[src/rtl/conv_layer_sequencer_if.sv]
// Control/config bundle between the conv layer sequencer, its configuring host and the MAC datapath.
// master: sequencer side; slave: host/datapath side.
interface conv_layer_sequencer_if #(
    parameter int unsigned NUM_LAYERS = 5,
    parameter int unsigned MAX_CH     = 64,
    parameter int unsigned IMG_H      = 3,
    parameter int unsigned IMG_W      = 3,
    parameter int unsigned W_AW       = 16
);
    localparam int unsigned LW  = (NUM_LAYERS > 1) ? $clog2(NUM_LAYERS) : 1;
    localparam int unsigned CW  = (MAX_CH > 1) ? $clog2(MAX_CH) : 1;
    localparam int unsigned NW  = CW + 1;
    localparam int unsigned RW  = (IMG_H > 1) ? $clog2(IMG_H) : 1;
    localparam int unsigned CLW = (IMG_W > 1) ? $clog2(IMG_W) : 1;

    logic            start;
    logic            stall;
    logic            cfg_we;
    logic [LW-1:0]   cfg_layer;
    logic [NW-1:0]   cfg_cin;
    logic [NW-1:0]   cfg_cout;
    logic            busy;
    logic            done;
    logic [LW-1:0]   layer;
    logic [RW-1:0]   row;
    logic [CLW-1:0]  col;
    logic [CW-1:0]   oc;
    logic [CW-1:0]   ic;
    logic [1:0]      ki;
    logic [1:0]      kj;
    logic [W_AW-1:0] w_addr;
    logic            mac_en;
    logic            mac_clr;
    logic            bias_en;
    logic            wr_en;

    modport master (
        input  start, stall, cfg_we, cfg_layer, cfg_cin, cfg_cout,
        output busy, done, layer, row, col, oc, ic, ki, kj, w_addr,
        output mac_en, mac_clr, bias_en, wr_en
    );

    modport slave (
        output start, stall, cfg_we, cfg_layer, cfg_cin, cfg_cout,
        input  busy, done, layer, row, col, oc, ic, ki, kj, w_addr,
        input  mac_en, mac_clr, bias_en, wr_en
    );
endinterface

[src/rtl/conv_layer_sequencer.sv]
// Walks layer -> row -> col -> oc -> ic -> ki -> kj for the 3x3 conv MAC datapath,
// issuing indices and clear/accumulate/bias/write strobes with stall support.
module conv_layer_sequencer #(
    parameter int unsigned NUM_LAYERS = 5,
    parameter int unsigned MAX_CH     = 64,
    parameter int unsigned IMG_H      = 3,
    parameter int unsigned IMG_W      = 3,
    parameter int unsigned W_AW       = 16
) (
    input logic                   clk,
    input logic                   rst_n,
    conv_layer_sequencer_if.master bus
);
    localparam int unsigned LW  = (NUM_LAYERS > 1) ? $clog2(NUM_LAYERS) : 1;
    localparam int unsigned CW  = (MAX_CH > 1) ? $clog2(MAX_CH) : 1;
    localparam int unsigned NW  = CW + 1;
    localparam int unsigned RW  = (IMG_H > 1) ? $clog2(IMG_H) : 1;
    localparam int unsigned CLW = (IMG_W > 1) ? $clog2(IMG_W) : 1;

    typedef enum logic [2:0] {StIdle, StLoad, StMac, StBias, StWrite, StDone} state_e;

    state_e          state_q, state_d;
    logic [LW-1:0]   layer_q, layer_d;
    logic [RW-1:0]   row_q, row_d;
    logic [CLW-1:0]  col_q, col_d;
    logic [CW-1:0]   oc_q, oc_d;
    logic [CW-1:0]   ic_q, ic_d;
    logic [1:0]      ki_q, ki_d;
    logic [1:0]      kj_q, kj_d;
    logic [NW-1:0]   cin_q, cin_d;
    logic [NW-1:0]   cout_q, cout_d;
    logic [W_AW-1:0] w_addr_q, w_addr_d;

    logic [NW-1:0]   cin_tab_q  [NUM_LAYERS];
    logic [NW-1:0]   cout_tab_q [NUM_LAYERS];

    logic last_layer, last_ic, last_oc, last_col, last_row, cfg_ok;

    assign last_layer = (layer_q == LW'(NUM_LAYERS - 1));
    assign last_ic    = ({1'b0, ic_q} == cin_q - NW'(1));
    assign last_oc    = ({1'b0, oc_q} == cout_q - NW'(1));
    assign last_col   = (col_q == CLW'(IMG_W - 1));
    assign last_row   = (row_q == RW'(IMG_H - 1));
    assign cfg_ok     = bus.cfg_we && (state_q == StIdle || state_q == StDone) &&
                        (32'(bus.cfg_layer) < NUM_LAYERS);

    always_comb begin
        state_d = state_q;
        layer_d = layer_q;
        row_d   = row_q;
        col_d   = col_q;
        oc_d    = oc_q;
        ic_d    = ic_q;
        ki_d    = ki_q;
        kj_d    = kj_q;
        cin_d   = cin_q;
        cout_d  = cout_q;
        unique case (state_q)
            StIdle: begin
                if (bus.start) begin
                    state_d = StLoad;
                    layer_d = '0;
                end
            end
            StLoad: begin
                cin_d  = cin_tab_q[layer_q];
                cout_d = cout_tab_q[layer_q];
                row_d  = '0;
                col_d  = '0;
                oc_d   = '0;
                ic_d   = '0;
                ki_d   = '0;
                kj_d   = '0;
                if (cout_d == '0) begin
                    if (last_layer) begin
                        state_d = StDone;
                    end else begin
                        layer_d = layer_q + LW'(1);
                    end
                end else if (cin_d == '0) begin
                    state_d = StBias;
                end else begin
                    state_d = StMac;
                end
            end
            StMac: begin
                if (!bus.stall) begin
                    // Indices stay on the final tap through BIAS/WRITE.
                    if (kj_q != 2'd2) begin
                        kj_d = kj_q + 2'd1;
                    end else if (ki_q != 2'd2) begin
                        kj_d = '0;
                        ki_d = ki_q + 2'd1;
                    end else if (!last_ic) begin
                        kj_d = '0;
                        ki_d = '0;
                        ic_d = ic_q + CW'(1);
                    end else begin
                        state_d = StBias;
                    end
                end
            end
            StBias: begin
                if (!bus.stall) state_d = StWrite;
            end
            StWrite: begin
                if (!bus.stall) begin
                    ic_d = '0;
                    ki_d = '0;
                    kj_d = '0;
                    state_d = (cin_q == '0) ? StBias : StMac;
                    if (!last_oc) begin
                        oc_d = oc_q + CW'(1);
                    end else begin
                        oc_d = '0;
                        if (!last_col) begin
                            col_d = col_q + CLW'(1);
                        end else begin
                            col_d = '0;
                            if (!last_row) begin
                                row_d = row_q + RW'(1);
                            end else begin
                                row_d = '0;
                                if (last_layer) begin
                                    state_d = StDone;
                                end else begin
                                    state_d = StLoad;
                                    layer_d = layer_q + LW'(1);
                                end
                            end
                        end
                    end
                end
            end
            StDone: state_d = StIdle;
            default: state_d = StIdle;
        endcase
    end

    assign w_addr_d = W_AW'((32'(oc_d) * MAX_CH + 32'(ic_d)) * 32'd9 +
                            32'(ki_d) * 32'd3 + 32'(kj_d));

    always_ff @(posedge clk or negedge rst_n) begin
        if (!rst_n) begin
            state_q  <= StIdle;
            layer_q  <= '0;
            row_q    <= '0;
            col_q    <= '0;
            oc_q     <= '0;
            ic_q     <= '0;
            ki_q     <= '0;
            kj_q     <= '0;
            cin_q    <= '0;
            cout_q   <= '0;
            w_addr_q <= '0;
        end else begin
            state_q  <= state_d;
            layer_q  <= layer_d;
            row_q    <= row_d;
            col_q    <= col_d;
            oc_q     <= oc_d;
            ic_q     <= ic_d;
            ki_q     <= ki_d;
            kj_q     <= kj_d;
            cin_q    <= cin_d;
            cout_q   <= cout_d;
            w_addr_q <= w_addr_d;
        end
    end

    always_ff @(posedge clk or negedge rst_n) begin
        if (!rst_n) begin
            for (int unsigned i = 0; i < NUM_LAYERS; i++) begin
                cin_tab_q[i]  <= '0;
                cout_tab_q[i] <= '0;
            end
        end else if (cfg_ok) begin
            cin_tab_q[bus.cfg_layer]  <= bus.cfg_cin;
            cout_tab_q[bus.cfg_layer] <= bus.cfg_cout;
        end
    end

    assign bus.busy    = (state_q == StLoad) || (state_q == StMac) ||
                         (state_q == StBias) || (state_q == StWrite);
    assign bus.done    = (state_q == StDone);
    assign bus.layer   = layer_q;
    assign bus.row     = row_q;
    assign bus.col     = col_q;
    assign bus.oc      = oc_q;
    assign bus.ic      = ic_q;
    assign bus.ki      = ki_q;
    assign bus.kj      = kj_q;
    assign bus.w_addr  = w_addr_q;
    assign bus.mac_en  = (state_q == StMac) && !bus.stall;
    assign bus.mac_clr = bus.mac_en && (ic_q == '0) && (ki_q == '0) && (kj_q == '0);
    assign bus.bias_en = (state_q == StBias) && !bus.stall;
    assign bus.wr_en   = (state_q == StWrite) && !bus.stall;
endmodule

[src/flat_wrapper.sv]
// flat-port wrapper written by rule: the top's interface ports become plain ports
module conv_layer_sequencer_flat 
#(
    parameter int unsigned NUM_LAYERS = 5,
    parameter int unsigned MAX_CH     = 64,
    parameter int unsigned IMG_H      = 3,
    parameter int unsigned IMG_W      = 3,
    parameter int unsigned W_AW       = 16
)
  (clk, rst_n, bus_start, bus_stall, bus_cfg_we, bus_cfg_layer, bus_cfg_cin, bus_cfg_cout, bus_busy, bus_done, bus_layer, bus_row, bus_col, bus_oc, bus_ic, bus_ki, bus_kj, bus_w_addr, bus_mac_en, bus_mac_clr, bus_bias_en, bus_wr_en);
  conv_layer_sequencer_if #(.NUM_LAYERS(NUM_LAYERS), .MAX_CH(MAX_CH), .IMG_H(IMG_H), .IMG_W(IMG_W), .W_AW(W_AW)) bus_i ();
  input logic clk;
  input logic rst_n;
  input wire logic [$bits(bus_i.start)-1:0] bus_start;
  input wire logic [$bits(bus_i.stall)-1:0] bus_stall;
  input wire logic [$bits(bus_i.cfg_we)-1:0] bus_cfg_we;
  input wire logic [$bits(bus_i.cfg_layer)-1:0] bus_cfg_layer;
  input wire logic [$bits(bus_i.cfg_cin)-1:0] bus_cfg_cin;
  input wire logic [$bits(bus_i.cfg_cout)-1:0] bus_cfg_cout;
  output wire logic [$bits(bus_i.busy)-1:0] bus_busy;
  output wire logic [$bits(bus_i.done)-1:0] bus_done;
  output wire logic [$bits(bus_i.layer)-1:0] bus_layer;
  output wire logic [$bits(bus_i.row)-1:0] bus_row;
  output wire logic [$bits(bus_i.col)-1:0] bus_col;
  output wire logic [$bits(bus_i.oc)-1:0] bus_oc;
  output wire logic [$bits(bus_i.ic)-1:0] bus_ic;
  output wire logic [$bits(bus_i.ki)-1:0] bus_ki;
  output wire logic [$bits(bus_i.kj)-1:0] bus_kj;
  output wire logic [$bits(bus_i.w_addr)-1:0] bus_w_addr;
  output wire logic [$bits(bus_i.mac_en)-1:0] bus_mac_en;
  output wire logic [$bits(bus_i.mac_clr)-1:0] bus_mac_clr;
  output wire logic [$bits(bus_i.bias_en)-1:0] bus_bias_en;
  output wire logic [$bits(bus_i.wr_en)-1:0] bus_wr_en;
  assign bus_i.start = bus_start;
  assign bus_i.stall = bus_stall;
  assign bus_i.cfg_we = bus_cfg_we;
  assign bus_i.cfg_layer = bus_cfg_layer;
  assign bus_i.cfg_cin = bus_cfg_cin;
  assign bus_i.cfg_cout = bus_cfg_cout;
  assign bus_busy = bus_i.busy;
  assign bus_done = bus_i.done;
  assign bus_layer = bus_i.layer;
  assign bus_row = bus_i.row;
  assign bus_col = bus_i.col;
  assign bus_oc = bus_i.oc;
  assign bus_ic = bus_i.ic;
  assign bus_ki = bus_i.ki;
  assign bus_kj = bus_i.kj;
  assign bus_w_addr = bus_i.w_addr;
  assign bus_mac_en = bus_i.mac_en;
  assign bus_mac_clr = bus_i.mac_clr;
  assign bus_bias_en = bus_i.bias_en;
  assign bus_wr_en = bus_i.wr_en;
  conv_layer_sequencer #(.NUM_LAYERS(NUM_LAYERS), .MAX_CH(MAX_CH), .IMG_H(IMG_H), .IMG_W(IMG_W), .W_AW(W_AW)) u_core (.clk(clk), .rst_n(rst_n), .bus(bus_i));
endmodule
[config.mk]
export PLATFORM = sky130hd
export DESIGN_NAME = conv_layer_sequencer_flat
export DESIGN_NICKNAME = d
export VERILOG_FILES = /design/src/rtl/conv_layer_sequencer_if.sv /design/src/rtl/conv_layer_sequencer.sv /design/src/flat_wrapper.sv
export SDC_FILE = /design/constraint.sdc
export NUM_CORES = 1
export LEC_CHECK = 0
export ABC_CLOCK_PERIOD_IN_PS = 15450
export BUFFER_PORTS_ARGS = -buffer_cell sky130_fd_sc_hd__buf_2
export CAP_MARGIN = 20
export CORE_MARGIN = 3
export CORE_UTILIZATION = 45
export CTS_CLUSTER_SIZE = 12
export DETAILED_ROUTE_END_ITERATION = 8
export HOLD_SLACK_MARGIN = 0.12
export PLACE_DENSITY = 0.69
export SLEW_MARGIN = 5
export SYNTH_ARGS = -nofsm -noshare
export SYNTH_HDL_FRONTEND = slang
export SYNTH_SLANG_ARGS = --single-unit
[constraint.sdc]
create_clock -name clk -period 15.45 [get_ports clk]
set_input_delay 1.545 -clock clk [delete_from_list [all_inputs] [get_ports clk]]
set_output_delay 1.545 -clock clk [all_outputs]
set_load 0.05 [all_outputs]
==> flow_summary.yaml <==
clock_network:
  cts_tree: "built"
  clk_pin_slew_ns: 0.06
  post_cts_buffers: 0
  clock_sinks: 126
  cts-resized-gates: 0
  cts_hold_buf: 0
  clk_latency_ns: 0.42
  cts_buffers: 17
  root_buffer: "clkbuf_16"
  htreeDepth: 4
  max-clock-path-buffers: 2
synthesis:
  avgSynthCellArea_um2: 11.1
  syn_area_mm2: 0.00712
  yosysWarnings: 0
  synthArstFlopShare: 1.00
  synth_nets: 711
  synth-seq-cells: 126
  synth_ff_type: "dfrtp_1"
  ys_types: 66
  ys_seq_area_frac: 0.443
  synth_edf_count: 0
  synth_cells: 640
route:
  wl_um: 15900
  dr.first_iter.drc_count: 323
  drt-vias-per-instance: 5.64
  drc: 0
  drt_pass1_iterations: 4
  antenna_left: 0
  num_vias: 5248
  routedWlPerCell_um: 17.1
power_and_ir_drop:
  p_int_uw: 630
  p_clk_frac: 0.400
  totalPowerFinal_uw: 924
  leakagePower_uw: 0.00410
  comb_power_share: 0.203
  seq_power_share: 0.398
  p_per_area_mw_per_mm2: 112
  switching_power_uw: 294
  switching_share: 0.318
  ir_drop_v: 0.0000740
timing:
  max_freq_mhz: 181
  finClkSkew_ns: 0.00996
  drv_slew: 0
  layout_setup_ws_ns: 9.91
  fin_setup_tns_ns: 0
  worstMarginPinSlew_ns: 1.10
  fin_crit_sh: 0.358
  period_minus_slack_ns: 5.54
  hold_viol: 0
  max_slew_margin: 0.267
  rsz0062_at_grt: "no"
  setup_viol: 0
final_layout:
  nFillCells: 1350
  antenna_cells: 0
  drive_gt1_frac: 0.281
  area_growth_pct: 15.8
  final_core_util: 0.537
  final_nets: 777
  final_cells: 930
worst_setup_path:
  critPathLaunchType: "flop"
  r2r_start: "u_core.cin_q[3]"
  rrSetupSlack_ns: 9.91
  end_kind: "flop"
  crit_fanout: 10
  r2r_cells: 21
  crit_required_ns: 15.79
  path_class: "reg2reg"
  arrival_ns: 5.88
  reg2reg_to: "u_core.bus.w_addr[14]"
hold_path:
  hp-class: "reg2reg"
  whs_endpoint: "u_core.cout_tab_q[29]"
  min_from: "u_core.cout_tab_q[29]"
  hold-path-cell-count: 1
global_route:
  grt_max_degree: 81
  grt_pass1_vias: 5263
  grt_usage: 0.188
  antenna_found_initial: 0
  gr-total-overflow: 0
  grt_pass1_wl_um: 26600
floorplanning:
  die_x_um: 132
  die_h_um: 132
  die-area_mm2: 0.0174
  initial_utilization: 0.463
  core_area_mm2: 0.0154
  io-pin-count: 67
  rows: 45
place:
  dpl.hpwl_um: 11100
  port_buffers: 66
  dp.cells: 898
  pre_cts_slack_ns: 9.76
  gp_congestion: 0.802
run_status:
  outcome: "complete, no violations"
run:
  cap_violations: 0
==> metal layers <==
metal,track usage,vias to the layer above,part of all wire
li1,-,2481,-
met5,0,-,0
met4,0.0566,0,0.013
met1,0.247,2636,0.46
met2,0.309,116,0.48
met3,0.0462,15,0.044
==> sequential cells by signal, indices dropped and copies added (netlist names) <==
signal             flops
u_core.state_q         3
u_core.cin_q           7
u_core.bus.w_addr     16
u_core.cout_tab_q     35
u_core.cin_tab_q      35
u_core.bus.layer       3
u_core.cout_q          7
u_core.bus.col         2
u_core.bus.ki          2
u_core.bus.oc          6
u_core.bus.row         2
u_core.bus.kj          2
u_core.bus.ic          6
==> layout by cell type, fill, tap and decap left out, types with 4 or more instances in the layout <==
cell,netlist,routed
nand3_1,8,8
clkbuf_16,0,17
clkinvlp_4,0,4
o31ai_1,6,6
nor2_1,30,30
mux2i_1,25,25
nor3_1,14,13
o211ai_1,4,4
nor2b_1,6,6
o21a_1,4,4
buf_2,5,65
mux2_2,78,78
ha_1,46,46
nand2b_1,14,14
nor3b_1,8,5
a31oi_1,5,5
o22ai_1,4,4
dfrtp_1,126,126
o21ai_0,39,39
xor2_1,11,11
nand2_1,37,37
nand4_1,5,5
inv_1,21,21
a21o_1,5,5
buf_4,0,9
clkinv_2,0,4
nand3b_1,4,4
o2bb2ai_1,6,6
a21oi_1,18,18
xnor2_1,20,20
a22o_1,4,4
a221o_1,4,4
==> area by class of cell <==
type                            instances  area [µm²]  area share
Tap cell                              211         264      0.0320
Clock inverter                         13         115      0.0140
Timing Repair Buffer                   74         393      0.0476
Sequential cell                       126        3150       0.382
Inverter                               23        86.3      0.0105
Clock buffer                           19         433      0.0525
Multi-Input combinational cell        464        3800       0.461
==> critical path, stage by stage, from the launching register on <==
cell and delay, ns:
dfrtp_1 0.44, or4_1 0.53, or3_1 0.33, a2111oi_2 0.55, a31oi_2 0.28, o21ai_0 0.30
a32o_1 0.24, ha_1 0.26, ha_1 0.21, inv_1 0.07, fa_1 0.41, inv_1 0.07
ha_1 0.16, inv_1 0.06, fa_1 0.41, nor2b_1 0.13, o21a_1 0.14, o21ai_0 0.11
a21oi_1 0.21, nand4_1 0.15, a31oi_1 0.22, xor2_1 0.17
==> power by group through the flow <==
| stage | clock [µW] | combinational [µW] | sequential (µW) |
|---|---|---|---|
| 2_1_floorplan | 0 | 80.5 | 420 |
| 3_3_place_gp | 0 | 178 | 372 |
| 3_5_place_dp | 0 | 185 | 373 |
| 4_1_cts | 376 | 189 | 367 |
| 5_1_grt | 392 | 206 | 370 |
| 6_report | 370 | 187 | 367 |
==> metrics by stage <==
step / area (µm²) / hold slack [ns]
after detailed placement: 7700 / 0.492
after global routing: 8250 / 0.514
after global placement: 7700 / 0.481
after CTS: 8250 / 0.506
after floorplan: 7120 / 0.473
final: 8250 / 0.502
==> cells in the mapped netlist (4+ instances only) <==
cell type	n	area share
nand4_1	5	0.0044
a21o_1	5	0.0053
mux2_2	78	0.12
o21a_1	4	0.0042
nor3b_1	8	0.0084
a221o_1	4	0.0056
o211ai_1	4	0.0042
a22o_1	4	0.0049
o2bb2ai_1	6	0.0074
nor3_1	14	0.0098
nand2_1	37	0.019
nand3b_1	4	0.0042
xnor2_1	20	0.025
nand3_1	8	0.0056
dfrtp_1	126	0.44
a21oi_1	18	0.013
inv_1	21	0.011
buf_1	4	0.0021
o21ai_0	39	0.027
nor2b_1	6	0.0053
ha_1	46	0.081
clkbuf_1	18	0.0095
nor2_1	30	0.016
o22ai_1	4	0.0035
buf_2	5	0.0035
mux2i_1	25	0.035
a31oi_1	5	0.0044
nand2b_1	14	0.012
xor2_1	11	0.014
o31ai_1	6	0.0063
==> worst max path at each step <==
stage,startpoint,end,depth (start not counted)
floorplan,bus_stall,u_core.bus.w_addr[14],18
global placement,bus_stall,u_core.bus.w_addr[14],21
detailed placement,bus_stall,u_core.bus.w_addr[14],21
CTS,u_core.cin_q[3],u_core.bus.w_addr[14],21
global route,u_core.cin_q[3],u_core.bus.w_addr[14],21
finish,u_core.cin_q[3],u_core.bus.w_addr[14],21
==> cell families (layout without fill, tap and decap cells) <==
kind of cell | count (synthesis) | count (layout) | synth area share
flops | 126 | 126 | 0.443
compound gates | 129 | 129 | 0.130
buf+inv | 50 | 129 | 0.0272
fa+ha+maj | 49 | 49 | 0.0892
xor+xnor | 31 | 31 | 0.0381
simple gates | 152 | 152 | 0.115
mux | 103 | 103 | 0.158
Power figures use the tool's default switching activity.
